===== config.mk =====
export PLATFORM = sky130hd
export DESIGN_NAME = alu_arbiter
export DESIGN_NICKNAME = d
export VERILOG_FILES = /design/src/rtl/alu_arbiter_pkg.sv /design/src/rtl/alu_arbiter_rr_arb_2.sv /design/src/rtl/alu_arbiter.sv
export SDC_FILE = /design/constraint.sdc
export NUM_CORES = 1
export LEC_CHECK = 0
export CORE_AREA = 2 2 213 215
export CTS_BUF_LIST = sky130_fd_sc_hd__clkbuf_8 sky130_fd_sc_hd__clkbuf_16
export DETAILED_ROUTE_END_ITERATION = 12
export DIE_AREA = 0 0 215 217
export HOLD_SLACK_MARGIN = 0.12
export MAX_ROUTING_LAYER = met4
export PLACE_DENSITY_LB_ADDON = 0.15
export SETUP_SLACK_MARGIN = 0.5
export SYNTH_ARGS = -nofsm -noshare
export SYNTH_HDL_FRONTEND = slang
export SYNTH_SLANG_ARGS = --single-unit

===== constraint.sdc =====
create_clock -name clk_i -period 1.9 [get_ports clk_i]
set_clock_uncertainty 0.15 [all_clocks]
set_input_delay 0.285 -clock clk_i [delete_from_list [all_inputs] [get_ports clk_i]]
set_output_delay 0.285 -clock clk_i [all_outputs]
set_load 0.005 [all_outputs]

===== src/rtl/alu_arbiter_pkg.sv =====
// rtl/alu_arbiter_pkg.sv - shared types for the two-port ALU arbiter
//
// Provides the execute-stage types the arbiter needs: XLEN, TRANS_ID_BITS,
// the fu_op_e operation encoding, fu_data_t, and the arbiter's own
// alu_resp_t response entry plus ALU_ARB_PORTS.
package alu_arbiter_pkg;

    localparam int XLEN          = 64;
    localparam int TRANS_ID_BITS = 3;
    localparam int ALU_ARB_PORTS = 2;

    typedef enum logic [3:0] {
        ADD, SUB, ANDL, ORL, XORL, SLTS, SLTU,
        EQ, NE, LTS, LTU, GES, GEU
    } fu_op_e;

    typedef struct packed {
        fu_op_e            operation;
        logic [XLEN-1:0]   operand_a;
        logic [XLEN-1:0]   operand_b;
    } fu_data_t;

    typedef struct packed {
        logic                     src;
        logic [TRANS_ID_BITS-1:0] trans_id;
        logic [XLEN-1:0]          result;
        logic                     branch_res;
    } alu_resp_t;

endpackage


===== src/rtl/alu_arbiter_rr_arb_2.sv =====
// rtl/alu_arbiter_rr_arb_2.sv - two-way grant logic for the ALU arbiter
//
// Optional feature macro: ALU_ARB_ROUND_ROBIN_EN (round-robin on conflict;
// otherwise fixed priority with port 0 highest and no pointer register).
//
// Ports:
//   clk_i, rst_ni  clock, asynchronous active-low reset
//   req_i[1:0]     requesting ports
//   en_i           a grant may be issued this cycle
//   gnt_o[1:0]     one-hot grant, zero when disabled or idle
//   idx_o          index of the selected port (valid when gnt_o != 0)
module rr_arb_2 (
    input  logic       clk_i,
    input  logic       rst_ni,
    input  logic [1:0] req_i,
    input  logic       en_i,
    output logic [1:0] gnt_o,
    output logic       idx_o
);

`ifdef ALU_ARB_ROUND_ROBIN_EN
    logic last_grant_q;
    logic last_grant_d;

    always_comb begin
        idx_o = 1'b0;
        if (req_i == 2'b11) begin
            // Conflict: the port that did not win last time goes first.
            idx_o = ~last_grant_q;
        end else if (req_i[1]) begin
            idx_o = 1'b1;
        end
        gnt_o = 2'b00;
        if (en_i && (req_i != 2'b00)) begin
            gnt_o = idx_o ? 2'b10 : 2'b01;
        end
        last_grant_d = (gnt_o != 2'b00) ? idx_o : last_grant_q;
    end

    // Reset to port 1 so that port 0 wins the first conflict.
    always_ff @(posedge clk_i or negedge rst_ni) begin
        if (!rst_ni) begin
            last_grant_q <= 1'b1;
        end else begin
            last_grant_q <= last_grant_d;
        end
    end
`else
    logic unused_clk_rst;
    assign unused_clk_rst = clk_i ^ rst_ni;

    always_comb begin
        idx_o = !req_i[0] && req_i[1];
        gnt_o = 2'b00;
        if (en_i && (req_i != 2'b00)) begin
            gnt_o = idx_o ? 2'b10 : 2'b01;
        end
    end
`endif

endmodule


===== src/rtl/alu_arbiter.sv =====
// rtl/alu_arbiter.sv - shares one combinational ALU between two requesters
//
// Optional feature macro: ALU_ARB_ROUND_ROBIN_EN (see rr_arb_2).
//
// Ports:
//   clk_i, rst_ni        clock, asynchronous active-low reset
//   req_valid_i/ready_o  per-port request handshake (ready is one-hot or zero)
//   req_data_i           per-port operation and operands
//   req_trans_id_i       per-port transaction tag
//   alu_fu_data_o        operands driven to the external ALU
//   alu_result_i         ALU result
//   alu_branch_res_i     ALU branch outcome
//   resp_valid_o/ready_i one-entry response register handshake
//   resp_src_o           port the response came from
//   resp_trans_id_o      echoed tag
//   resp_result_o        registered result
//   resp_branch_res_o    registered branch outcome
module alu_arbiter
    import alu_arbiter_pkg::*;
#(
    parameter int NR_PORTS = ALU_ARB_PORTS
) (
    input  logic                     clk_i,
    input  logic                     rst_ni,
    input  logic [NR_PORTS-1:0]      req_valid_i,
    output logic [NR_PORTS-1:0]      req_ready_o,
    input  fu_data_t                 req_data_i     [NR_PORTS],
    input  logic [TRANS_ID_BITS-1:0] req_trans_id_i [NR_PORTS],
    output fu_data_t                 alu_fu_data_o,
    input  logic [XLEN-1:0]          alu_result_i,
    input  logic                     alu_branch_res_i,
    output logic                     resp_valid_o,
    input  logic                     resp_ready_i,
    output logic                     resp_src_o,
    output logic [TRANS_ID_BITS-1:0] resp_trans_id_o,
    output logic [XLEN-1:0]          resp_result_o,
    output logic                     resp_branch_res_o
);

    logic       resp_valid_q;
    logic       resp_valid_d;
    alu_resp_t  resp_q;
    alu_resp_t  resp_d;

    logic       slot_free;
    logic [1:0] gnt;
    logic       gnt_idx;
    logic       granted;

    // The register can take a new entry when empty or drained this cycle.
    // Gating with rst_ni keeps the handshake quiet while reset is held.
    assign slot_free = (!resp_valid_q || resp_ready_i) && rst_ni;

    rr_arb_2 u_arb (
        .clk_i (clk_i),
        .rst_ni(rst_ni),
        .req_i (req_valid_i),
        .en_i  (slot_free),
        .gnt_o (gnt),
        .idx_o (gnt_idx)
    );

    assign granted     = (gnt != 2'b00);
    assign req_ready_o = gnt;

    // Idle cycles still present port 0 so the ALU input is deterministic.
    assign alu_fu_data_o = granted ? req_data_i[gnt_idx] : req_data_i[0];

    always_comb begin
        resp_valid_d = resp_valid_q;
        resp_d       = resp_q;
        if (granted) begin
            // Covers drain-and-reload in one cycle: valid simply stays set.
            resp_valid_d        = 1'b1;
            resp_d.src          = gnt_idx;
            resp_d.trans_id     = req_trans_id_i[gnt_idx];
            resp_d.result       = alu_result_i;
            resp_d.branch_res   = alu_branch_res_i;
        end else if (resp_ready_i) begin
            resp_valid_d = 1'b0;
        end
    end

    always_ff @(posedge clk_i or negedge rst_ni) begin
        if (!rst_ni) begin
            resp_valid_q <= 1'b0;
            resp_q       <= '0;
        end else begin
            resp_valid_q <= resp_valid_d;
            resp_q       <= resp_d;
        end
    end

    assign resp_valid_o      = resp_valid_q;
    assign resp_src_o        = resp_q.src;
    assign resp_trans_id_o   = resp_q.trans_id;
    assign resp_result_o     = resp_q.result;
    assign resp_branch_res_o = resp_q.branch_res;

endmodule


==> metrics.md, run 1 <==
| Metric | Value |
|---|---|
| Largest cells by area after synthesis | sky130_fd_sc_hd__dfrtp_1 (38%), sky130_fd_sc_hd__mux2_2 (31%), sky130_fd_sc_hd__mux2_4 (23%) |
| Antenna violation net count after detailed routing | 0 |
| Critical-path maximum fanout | 16 |
| Number of detailed-routing iterations run before antenna repair | 4 |
| Number of enable flip-flop cells after synthesis | 0 |
| Worst R2R End | resp_result_o[16] |
| CTS Buffer Depth | 2 |
| Source of the critical timing path | resp_valid_o |
| Ratio of cells with drive above 1 in the final layout | 36.5% |
| Min cycle time layout | 2.62 ns |
| Reg-to-reg setup timing slack | 0.12 ns |
| Startpoint of the lowest-slack register-to-register path | resp_valid_o |
| Leak | 5.59 nW |
| Overall track demand over capacity in global routing | 13.1% |
| Arrival time reported for the critical path endpoint | 2.18 ns |
| Worst skew pair latency | 0.34 ns |
| I/O Pins | 544 |
| Number of antenna violations at the first check in global routing | 6 |
| Layout overhead on the synthesized area | 156% |
| Number of clock sinks | 70 |
| Placed instance count | 1,461 |
| Headroom to the max-slew limit | 42.0% |
| Worst voltage drop across the vdd grid | 0.375 mV |
| Synth unique cells | 20 |
| Fin util | 26.3% |
| Via total after detailed routing | 5,032 |
| CP Launch Type | flop |
| Number of instances in the synthesized netlist | 310 |
| Top cell type by total area after synthesis | sky130_fd_sc_hd__dfrtp_1 |
| Final WL | 32.8 mm |
| Overflow after GRT | 0 |
| Nature of the critical path endpoint | primary output |
| Via count of the first global-routing pass | 5,139 |
| FF+latch count, synth | 70 |
| Worst setup path endpoint | alu_fu_data_o[95] |
| Leading cell types by count after synthesis | sky130_fd_sc_hd__mux2_2 (128), sky130_fd_sc_hd__dfrtp_1 (70), sky130_fd_sc_hd__mux2_4 (69), sky130_fd_sc_hd__buf_6 (12), sky130_fd_sc_hd__buf_2 (8) |
| Die area | 0.0467 mm^2 |
| Effective utilization at floorplan | 10.3% |
| Violations in the final reports | setup timing |
| Library cell with the highest instance count after synthesis | sky130_fd_sc_hd__mux2_2 |
| Proportion of synthesized flip-flops having asynchronous set or reset | 100% |
| Worst Path Class, Setup | flop to primary output |
| CTS tree | built |
| Number of hold violations in the final report | 0 |
| Unrepaired setup endpoints after global routing | yes |
| Hold crit path type | primary input to async pin |
| Number of core rows | 78 |
| Worst Slack Setup Final | -0.720 ns |
| Pwr dens | 568 mW/mm^2 |
| Die width | 215 um |
| Port bufs | 543 |
| Clock-pin slew reported for the worst setup and hold paths after clock tree synthesis | 0.07 ns |
| Maximum achievable frequency | 382 MHz |
| Count of pins over their slew limit | 0 |
| CTS buffer count | 9 |
| Setup WS pre-CTS | -0.817 ns |
| Buffer cell driving the clock tree root | sky130_fd_sc_hd__clkbuf_16 |
| Run status | complete, but fails checks |
| Net count of the mapped netlist | 650 |
| Maxcap violations | 0 |
| Post-synth top area share | 38.2% |
| Global-route wire length before repair | 41.7 mm |
| Worst-Margin Slew | 0.870 ns |
| WL/cell | 21.9 um |
| Critical path data required time | 1.46 ns |
| Post-route fraction of the period consumed by the critical path | 138% |
| Synthesized cell area | 0.00459 mm^2 |
| Total half-perimeter wirelength after legalization and detailed placement | 27.3 mm |
| Post-layout instance area | 0.0118 mm^2 |
| Yosys warning total | 0 |
| Die height | 217 um |
| Drt drc | 0 |
| First-iteration detailed-routing DRC count | 113 |
| Area after detailed placement | 0.0109 mm^2 |
| Average footprint of a synthesized cell | 14.8 um^2 |
| Final weighted congestion in routability-driven placement | 0.929 |
| Part of the Yosys area used for sequential elements | 38.2% |
| Final #Nets | 1,230 |
| Final std cells w/o fill | 1,499 |
| Max H-tree Level | 3 |
| Detailed-route vias per instance | 3.36 |
| Floorplan Core Area | 0.0447 mm^2 |
| Maximum number of pins on one net before global-route repair | 60 |
| Dominant register cell in the synthesized netlist | sky130_fd_sc_hd__dfrtp_1 |
| Number of cells on the worst reg-to-reg path | 7 |
| Final setup fails | 133 |
registers in the layout (all words and copies together) (netlist names):
| name | flops |
|---|---|
| resp_trans_id_o | 3 |
| resp_valid_o | 1 |
| resp_branch_res_o | 1 |
| resp_result_o | 64 |
| resp_src_o | 1 |
metal layers:
layer	share of wire (%)	wire length, um	up-vias	track usage, %
met3	7.9	2610	13	4.50
met2	52	17100	264	23.2
met4	0.75	246	0	1.70
met5	0	0	-	-
met1	39	12900	2436	14.6
li1	-	-	2319	-
worst min-delay path by stage:
stage and endpoint:
2_1_floorplan resp_branch_res_o, 3_3_place_gp resp_trans_id_o[2], 3_5_place_dp resp_result_o[45], 4_1_cts resp_result_o[36], 5_1_grt resp_result_o[46], 6_report resp_result_o[43]
per-stage QoR:
step,total power (W),TNS [ns],hold slack (ns)
after floorplan,0.00270,0,-0.161
after global placement,0.00469,-114.06,0.159
after detailed placement,0.00468,-113.49,0.160
after CTS,0.00673,-84.59,0.259
after global routing,0.00703,-71.61,0.282
final,0.00669,-61.40,0.207
cells by family after synthesis:
group,after synthesis,share of synthesized area (%)
muxes,197,54.0
DFF,70,38.2
buffers and inverters,24,4.31
and+or+nand+nor,12,2.15
AOI/OAI and AO/OA,7,1.42
cells in the final DEF (no fill, tap or decap), drive strengths merged:
cell type,count
dlygate4sd3,1
a32o,3
dfrtp,70
clkdlybuf4s50,404
nor2b,2
diode,4
and2,1
clkbuf,57
a21oi,1
a221o,3
nand3b,1
nand2,2
dlymetal6s2s,62
and3b,1
clkinvlp,1
dlygate4sd2,8
clkdlybuf4s15,12
and3,1
nor2,2
clkinv,1
buf,57
nand4b,1
inv,4
bufinv,2
mux2,197
nand2b,1
timing repair:
item	in CTS	in global routing
hold buffers	1	0
hold endpoints to repair	11	0
endpoints found under the setup margin	273	273
setup buffers	2	5
gates cloned	1	9
resized for setup	104	210
pin swaps	0	1
critical path: stages, from the launching register on:
cell,delay [ns]
sky130_fd_sc_hd__dfrtp_2,0.44
sky130_fd_sc_hd__nand2b_4,0.10
sky130_fd_sc_hd__nand4b_4,0.10
sky130_fd_sc_hd__buf_12,0.17
sky130_fd_sc_hd__buf_4,0.21
sky130_fd_sc_hd__mux2_4,0.30
sky130_fd_sc_hd__clkdlybuf4s50_1,0.49
power breakdown:
part / internal [W] / leakage [nW] / switching (W)
Combinational: 0.00198 / 4.61 / 0.000835
Sequential: 0.00176 / 0.819 / 0.000145
Clock: 0.00117 / 0.159 / 0.000789
final cells by class:
type	count	area [um^2]
fillers	4781	32900
repair buffers	592	6110
multi-input cells	216	2810
flip-flops and latches	70	1750
well taps	600	751
clock buffers	9	225
clock inverters	7	105
diodes	4	10.0
inverters	1	3.75
Power figures use the tool's default switching activity.
==> run 2: changes to the inputs <==
--- a/config.mk
+++ b/config.mk
@@ -5,6 +5,7 @@
 export SDC_FILE = /design/constraint.sdc
 export NUM_CORES = 1
 export LEC_CHECK = 0
+export CAP_MARGIN = 20
 export CORE_AREA = 2 2 213 215
 export CTS_BUF_LIST = sky130_fd_sc_hd__clkbuf_8 sky130_fd_sc_hd__clkbuf_16
 export DETAILED_ROUTE_END_ITERATION = 12
==> results of run 2 <==
Same layout as run 1: the final DEF is identical, and so are final timing and power.
==> run 3: changes to the inputs <==
--- a/config.mk
+++ b/config.mk
@@ -10,6 +10,7 @@
 export CTS_BUF_LIST = sky130_fd_sc_hd__clkbuf_8 sky130_fd_sc_hd__clkbuf_16
 export DETAILED_ROUTE_END_ITERATION = 12
 export DIE_AREA = 0 0 215 217
+export DONT_BUFFER_PORTS = 1
 export HOLD_SLACK_MARGIN = 0.12
 export MAX_ROUTING_LAYER = met4
 export PLACE_DENSITY_LB_ADDON = 0.15
==> metrics.md, run 3 <==
| Metric | Value |
|---|---|
| Largest cells by area after synthesis | sky130_fd_sc_hd__dfrtp_1 (38%), sky130_fd_sc_hd__mux2_2 (31%), sky130_fd_sc_hd__mux2_4 (23%) |
| Max H-tree Level | 3 |
| Global-route wire length before repair | 31.0 mm |
| Net count of the mapped netlist | 650 |
| Effective utilization at floorplan | 10.3% |
| Yosys warning total | 0 |
| Halt Stage | detailed routing |
| Post-synth top area share | 38.2% |
| Proportion of synthesized flip-flops having asynchronous set or reset | 100% |
| Top cell type by total area after synthesis | sky130_fd_sc_hd__dfrtp_1 |
| CTS Buffer Depth | 2 |
| I/O Pins | 544 |
| Via count of the first global-routing pass | 3,437 |
| FF+latch count, synth | 70 |
| Number of instances in the synthesized netlist | 310 |
| Hold bufs inserted after CTS | 68 |
| Mux contribution to synthesized area | 54.0% |
| Leading cell types by count after synthesis | sky130_fd_sc_hd__mux2_2 (128), sky130_fd_sc_hd__dfrtp_1 (70), sky130_fd_sc_hd__mux2_4 (69), sky130_fd_sc_hd__buf_6 (12), sky130_fd_sc_hd__buf_2 (8) |
| Port bufs | 0 |
| Overflow after GRT | 0 |
| Synth Area in Compound Gates | 1.42% |
| Maximum number of pins on one net before global-route repair | 77 |
| Number of core rows | 78 |
| Average footprint of a synthesized cell | 14.8 um^2 |
| Synth Area in Simple Gates | 2.15% |
| Number of enable flip-flop cells after synthesis | 0 |
| Area after detailed placement | 0.00529 mm^2 |
| Dominant register cell in the synthesized netlist | sky130_fd_sc_hd__dfrtp_1 |
| Number of clock sinks | 70 |
| Synthesized cell area | 0.00459 mm^2 |
| Total half-perimeter wirelength after legalization and detailed placement | 20.5 mm |
| Die height | 217 um |
| Final weighted congestion in routability-driven placement | 1.03 |
| Synth unique cells | 20 |
| CTS buffer count | 9 |
| Overall track demand over capacity in global routing | 10.2% |
| Run Error | [ERROR DRT-0255] Maze Route cannot find path of net req_data_i[214] in worker of routeBox ( 193200 0 ) ( 215000 48300 ). |
| Run status | stopped before the end |
| Die width | 215 um |
| Part of the Yosys area used for sequential elements | 38.2% |
| Library cell with the highest instance count after synthesis | sky130_fd_sc_hd__mux2_2 |
| Adder and majority cell fraction of the synthesized area | 0% |
| Post-synthesis xor/xnor area fraction | 0% |
| Buffer cell driving the clock tree root | sky130_fd_sc_hd__clkbuf_16 |
| Number of antenna violations at the first check in global routing | 29 |
| Main combinational cell family by area after synthesis | multiplexers |
run 3: cell counts after synthesis:
Identical to the previous run, type by type.
run 3: repair_timing:
action / CTS / global route
setup endpoints to repair: 202 / 203
gates cloned: 5 / 22
setup buffers: 11 / 7
pin swaps: 1 / 7
hold endpoints to repair: 139 / 74
resized for setup: 19 / 88
run 3: kinds of logic after synthesis:
kind of cell	after synthesis
multiplexers	197
flip-flops	70
buffers and inverters	24
AND/OR/NAND/NOR	12
AO/OA/AOI/OAI	7
run 3: stage by stage:
stage | utilization [%] | TNS (ns) | cells | worst slack, ns
detailed placement | 11.8 | -12.44 | 896 | -0.242
CTS | 14.7 | -47.92 | 996 | -0.409
global route | 16.7 | -47.45 | 1043 | -0.402
global placement | 11.8 | -10.33 | 896 | -0.207
floorplan | - | 0 | 310 | 0.147
run 3: per-layer routing:
layer  track usage [%]
met2              15.9
met3              5.17
met5                 -
met4              4.55
met1              10.9
==> run 4: changes to the inputs <==
==> config.mk (replaced) <==
export PLATFORM = sky130hd
export DESIGN_NAME = alu_arbiter
export DESIGN_NICKNAME = d
export VERILOG_FILES = /design/src/rtl/alu_arbiter_pkg.sv /design/src/rtl/alu_arbiter_rr_arb_2.sv /design/src/rtl/alu_arbiter.sv
export SDC_FILE = /design/constraint.sdc
export NUM_CORES = 1
export LEC_CHECK = 0
export CAP_MARGIN = 20
export CORE_AREA = 2 2 209 211
export DETAILED_ROUTE_END_ITERATION = 12
export DIE_AREA = 0 0 211 213
export DONT_BUFFER_PORTS = 1
export PLACE_DENSITY_LB_ADDON = 0.15
export SYNTH_ARGS = -nofsm -noshare
export SYNTH_HDL_FRONTEND = slang
export SYNTH_SLANG_ARGS = --single-unit
==> metrics.md, run 4 (synthesized netlist as in run 1, its figures left out) <==
| Metric | Value |
|---|---|
| Sum of buffers and inverters on the critical path | 2 |
| Number of hold violations in the final report | 70 |
| Violations in the final reports | hold timing, setup timing |
| Via total after detailed routing | 3,303 |
| Critical path's top delay family | flip-flops |
| Pwr dens | 740 mW/mm^2 |
| Port bufs | 0 |
| I/O Pins | 544 |
| Ratio of cells with drive above 1 in the final layout | 60.3% |
| Worst hold slack | -0.513 ns |
| Sum of internal, switching and leakage power | 0.00483 W |
| Overflow after GRT | 0 |
| Hold bufs inserted after CTS | 68 |
| Critical-path maximum fanout | 7 |
| Overall track demand over capacity in global routing | 9.58% |
| Nature of the critical path endpoint | primary output |
| Die width | 211 um |
| Post-layout instance area | 0.00653 mm^2 |
| Final #Nets | 728 |
| Placed instance count | 843 |
| Maximum number of pins on one net before global-route repair | 77 |
| Commonest non-fill, non-tap cells in the layout | sky130_fd_sc_hd__mux2_2 (122), sky130_fd_sc_hd__mux2_4 (75), sky130_fd_sc_hd__dfrtp_1 (70) |
| Via count of the first global-routing pass | 3,404 |
| Cells traversed along the worst timing path | nand2b_1 -> nand4b_4 -> buf_12 -> buf_16 -> mux2_4 |
| Critical path data required time | 1.46 ns |
| Number of core rows | 76 |
| Commonest non-fill, non-tap cell in the layout | sky130_fd_sc_hd__mux2_2 |
| Number of detailed-routing iterations run before antenna repair | 4 |
| Final WL | 23.8 mm |
| Clock-pin slew reported for the worst setup and hold paths after clock tree synthesis | 0.06 ns |
| Number of antenna violations at the first check in global routing | 22 |
| Startpoint of the lowest-slack register-to-register path | resp_valid_o |
| Worst skew pair latency | 0.33 ns |
| Setup total negative slack | -32.02 ns |
| Worst voltage drop across the vdd grid | 0.432 mV |
| Final std cells w/o fill | 948 |
| Final weighted congestion in routability-driven placement | 0.804 |
| Critical-path cell with the highest stage delay | sky130_fd_sc_hd__dfrtp_1 |
| WL/cell | 25.1 um |
| Effective utilization at floorplan | 10.8% |
| Global-route wire length before repair | 28.7 mm |
| Layout overhead on the synthesized area | 42.2% |
| Routed wire length on met3 | 2.75 mm |
| Leak | 2.77 nW |
| CTS Buffer Depth | 2 |
| Min cycle time layout | 2.19 ns |
| Drt drc | 0 |
| Final setup fails | 132 |
| Antenna violation net count after detailed routing | 0 |
| Detailed-route vias per instance | 3.48 |
| Worst Path Class, Setup | flop to primary output |
| Max reg flops | 64 |
| Post-route fraction of the period consumed by the critical path | 115% |
| Die height | 213 um |
| Die area | 0.0449 mm^2 |
| Maxcap violations | 0 |
| Reg-to-reg setup timing slack | 0.22 ns |
| Max H-tree Level | 3 |
| CTS tree | built |
| Buffer cell driving the clock tree root | sky130_fd_sc_hd__clkbuf_16 |
| Worst-Margin Slew | 0.306 ns |
| Total half-perimeter wirelength after legalization and detailed placement | 19.4 mm |
| Largest incremental delay on the critical path | 0.37 ns |
| Worst R2R End | resp_result_o[5] |
| Routed met2 length | 11.7 mm |
| Routed length on met1 | 8.35 mm |
| Count of pins over their slew limit | 0 |
| Unrepaired setup endpoints after global routing | yes |
| Worst Slack Setup Final | -0.285 ns |
| Area after detailed placement | 0.00520 mm^2 |
| Maximum achievable frequency | 458 MHz |
| Arrival time reported for the critical path endpoint | 1.75 ns |
| CTS buffer count | 9 |
| Run status | complete, but fails checks |
| Number of clock sinks | 70 |
| Headroom to the max-slew limit | 79.5% |
| Number of cells on the worst reg-to-reg path | 5 |
| CP Launch Type | flop |
| Floorplan Core Area | 0.0427 mm^2 |
| Top Metal Used | met5 |
| First-iteration detailed-routing DRC count | 105 |
| Hold crit path type | primary input to async pin |
==> run 4: how the worst max path moves through the flow <==
stage                       startpoint                  to  slack, ns  cells after the start
after floorplan           resp_valid_o  alu_fu_data_o[100]       0.10                      6
after global placement    resp_ready_i   alu_fu_data_o[82]      -0.19                      5
after detailed placement  resp_ready_i   alu_fu_data_o[91]      -0.22                      5
after CTS                 resp_valid_o   alu_fu_data_o[92]      -0.33                      5
after global routing      resp_valid_o   alu_fu_data_o[92]      -0.36                      5
final                     resp_valid_o   alu_fu_data_o[62]      -0.29                      5
==> run 4: stage by stage <==
stage	util (%)	worst slack, ns
finish	15.3	-0.285
floorplan	-	0.103
global placement	12.2	-0.185
CTS	15.2	-0.329
global route	15.3	-0.356
detailed placement	12.2	-0.221
==> run 4: power breakdown <==
part	leakage, nW	total (W)	internal (W)	switching, W
Sequential	0.821	0.00202	0.00177	0.000255
Combinational	1.80	0.00102	0.000657	0.000359
Clock	0.152	0.00179	0.00105	0.000741
==> run 4: metal layers <==
metal | global-route usage [%] | vias to the layer above
met3 | 5.07 | 53
met1 | 10.3 | 1607
li1 | - | 1311
met5 | 0 | -
met2 | 15.9 | 322
met4 | 3.55 | 10
==> run 4: area by class of cell <==
class                   count  area [um^2]
inverters                   1         3.75
clock inverters             7         88.8
flip-flops and latches     70         1750
well taps                 546          683
diodes                      9         22.5
multi-input cells         216         2660
repair buffers             90         1090
fillers                  4675        36200
clock buffers               9          225
==> run 4: what timing repair did <==
action	4_1_cts	5_1_grt
setup endpoints to repair	132	133
cloned	8	1
gates resized for setup	17	1
buffers inserted	4	0
pin swaps	1	1
hold endpoints to repair	138	70
==> run 4: worst register-to-register path, stage by stage (launching register included) <==
cell and delay (ns):
sky130_fd_sc_hd__dfrtp_1 0.34, sky130_fd_sc_hd__nand2b_1 0.11, sky130_fd_sc_hd__buf_4 0.19, sky130_fd_sc_hd__nand3b_4 0.11, sky130_fd_sc_hd__buf_12 0.25, sky130_fd_sc_hd__mux2_2 0.42
==> edit (config.mk and constraints of run 1) <==
Build with the macro `ALU_ARB_ROUND_ROBIN_EN` defined.
--- a/src/rtl/alu_arbiter_rr_arb_2.sv
+++ b/src/rtl/alu_arbiter_rr_arb_2.sv
@@ -9,6 +9,8 @@
 //   en_i           a grant may be issued this cycle
 //   gnt_o[1:0]     one-hot grant, zero when disabled or idle
 //   idx_o          index of the selected port (valid when gnt_o != 0)
+`define ALU_ARB_ROUND_ROBIN_EN
+
 module rr_arb_2 (
     input  logic       clk_i,
     input  logic       rst_ni,
Behaviour: not the same (Yosys sat finds a counterexample within 4 cycles, from zero or initial values and one cycle with rst_ni low).
==> edit against run 1 <==
The run ends with negative hold slack, negative setup slack left; power up 6.8%; synthesized area down 0.57%; sequential share of layout area down 1.4 points; via count up 7.4%; setup slack better by 0.11 ns; final area up 12%; routed wire length down 13%; sequential cell count up 1; critical path type is now input pin to output port; highest routed layer unchanged.
==> edit: results <==
metrics = {
    "cells_and_area": {
        "seq-cell-share": 0.1350,
        "diodes": 2,
        "n_clock_buffer": 12,
        "fill_cells": 4670,
        "nonClockBufferCount": 682,
    },
    "clock_tree": {
        "post_cts_resized": 959,
        "postCtsSetupRepairBufs": 70,
    },
    "sta": {
        "slew_headroom": 0.6412,
        "setup_viol": 133,
        "hold_viol_final": 19,
        "worst_slack_ns": -0.6072,
        "holdWs_ns": -0.1514,
    },
    "run_status": {
        "failed_checks": "negative hold slack, negative setup slack",
        "status": "complete, but fails checks",
    },
    "pwr": {
        "p_clk_frac": 0.227,
        "leakagePower_uw": 0.006184,
        "peakVddDrop_v": 0.0004002,
    },
    "placement": {
        "gp_congestion": 0.8464,
        "dp_hpwl_um": 22080,
    },
    "grt": {
        "grt_pass1_vias": 5908,
    },
    "worst_setup_path": {
        "rr_worst_depth": 9,
        "rr_startpoint": "u_arb.last_grant_q$_DFFE_PN1P_",
        "ff2ff_setup_slack_ns": 0,
        "critPathLaunch": "req_valid_i[0]",
        "crit_path_end": "alu_fu_data_o[49]",
    },
    "routing": {
        "wl_met1_um": 9681,
        "wl_met2_um": 16880,
        "wl_met3_um": 2049,
        "first_iter_violations": 122,
    },
    "yosys": {
        "synthTopCellsByArea": "dfrtp_1, mux2_2, mux2_4",
        "synth_common_cells": "mux2_2, dfrtp_1, mux2_4",
    },
}
==> edit: cell count changes after synthesis, moves of 3 or more <==
cell / delta
nand2_1: +3
buf_2: +5
nor4b_1: +3
buf_6: -4
a32o_1: -3
==> edit: per-stage QoR <==
step	instances	worst slack, ns	hold slack [ns]	utilization
floorplan	309	0.1836	-0.1606	-
global placement	1474	-0.8644	0.2291	0.2508
detailed placement	1474	-0.8687	0.2196	0.2508
CTS	1573	-0.6488	-0.1500	0.2916
global route	1587	-0.6882	-0.1382	0.2947
finish	1587	-0.6072	-0.1514	0.2947
==> edit: logic make-up (layout without fill, tap and decap cells) <==
logic type      Yosys count  in the layout  synth area share
mux                     197            197            0.5436
simple gates             13             13           0.01946
compound gates            6              6           0.01261
buf+inv                  22            698           0.03481
other cells               0              2                 0
flops                    71             71            0.3895
==> edit: metal layers <==
metal  up-vias  track usage
li1       2496            -
met1      2580       0.1144
met2       319       0.2487
met3        10      0.03326
met4         0      0.01471
met5         -            -
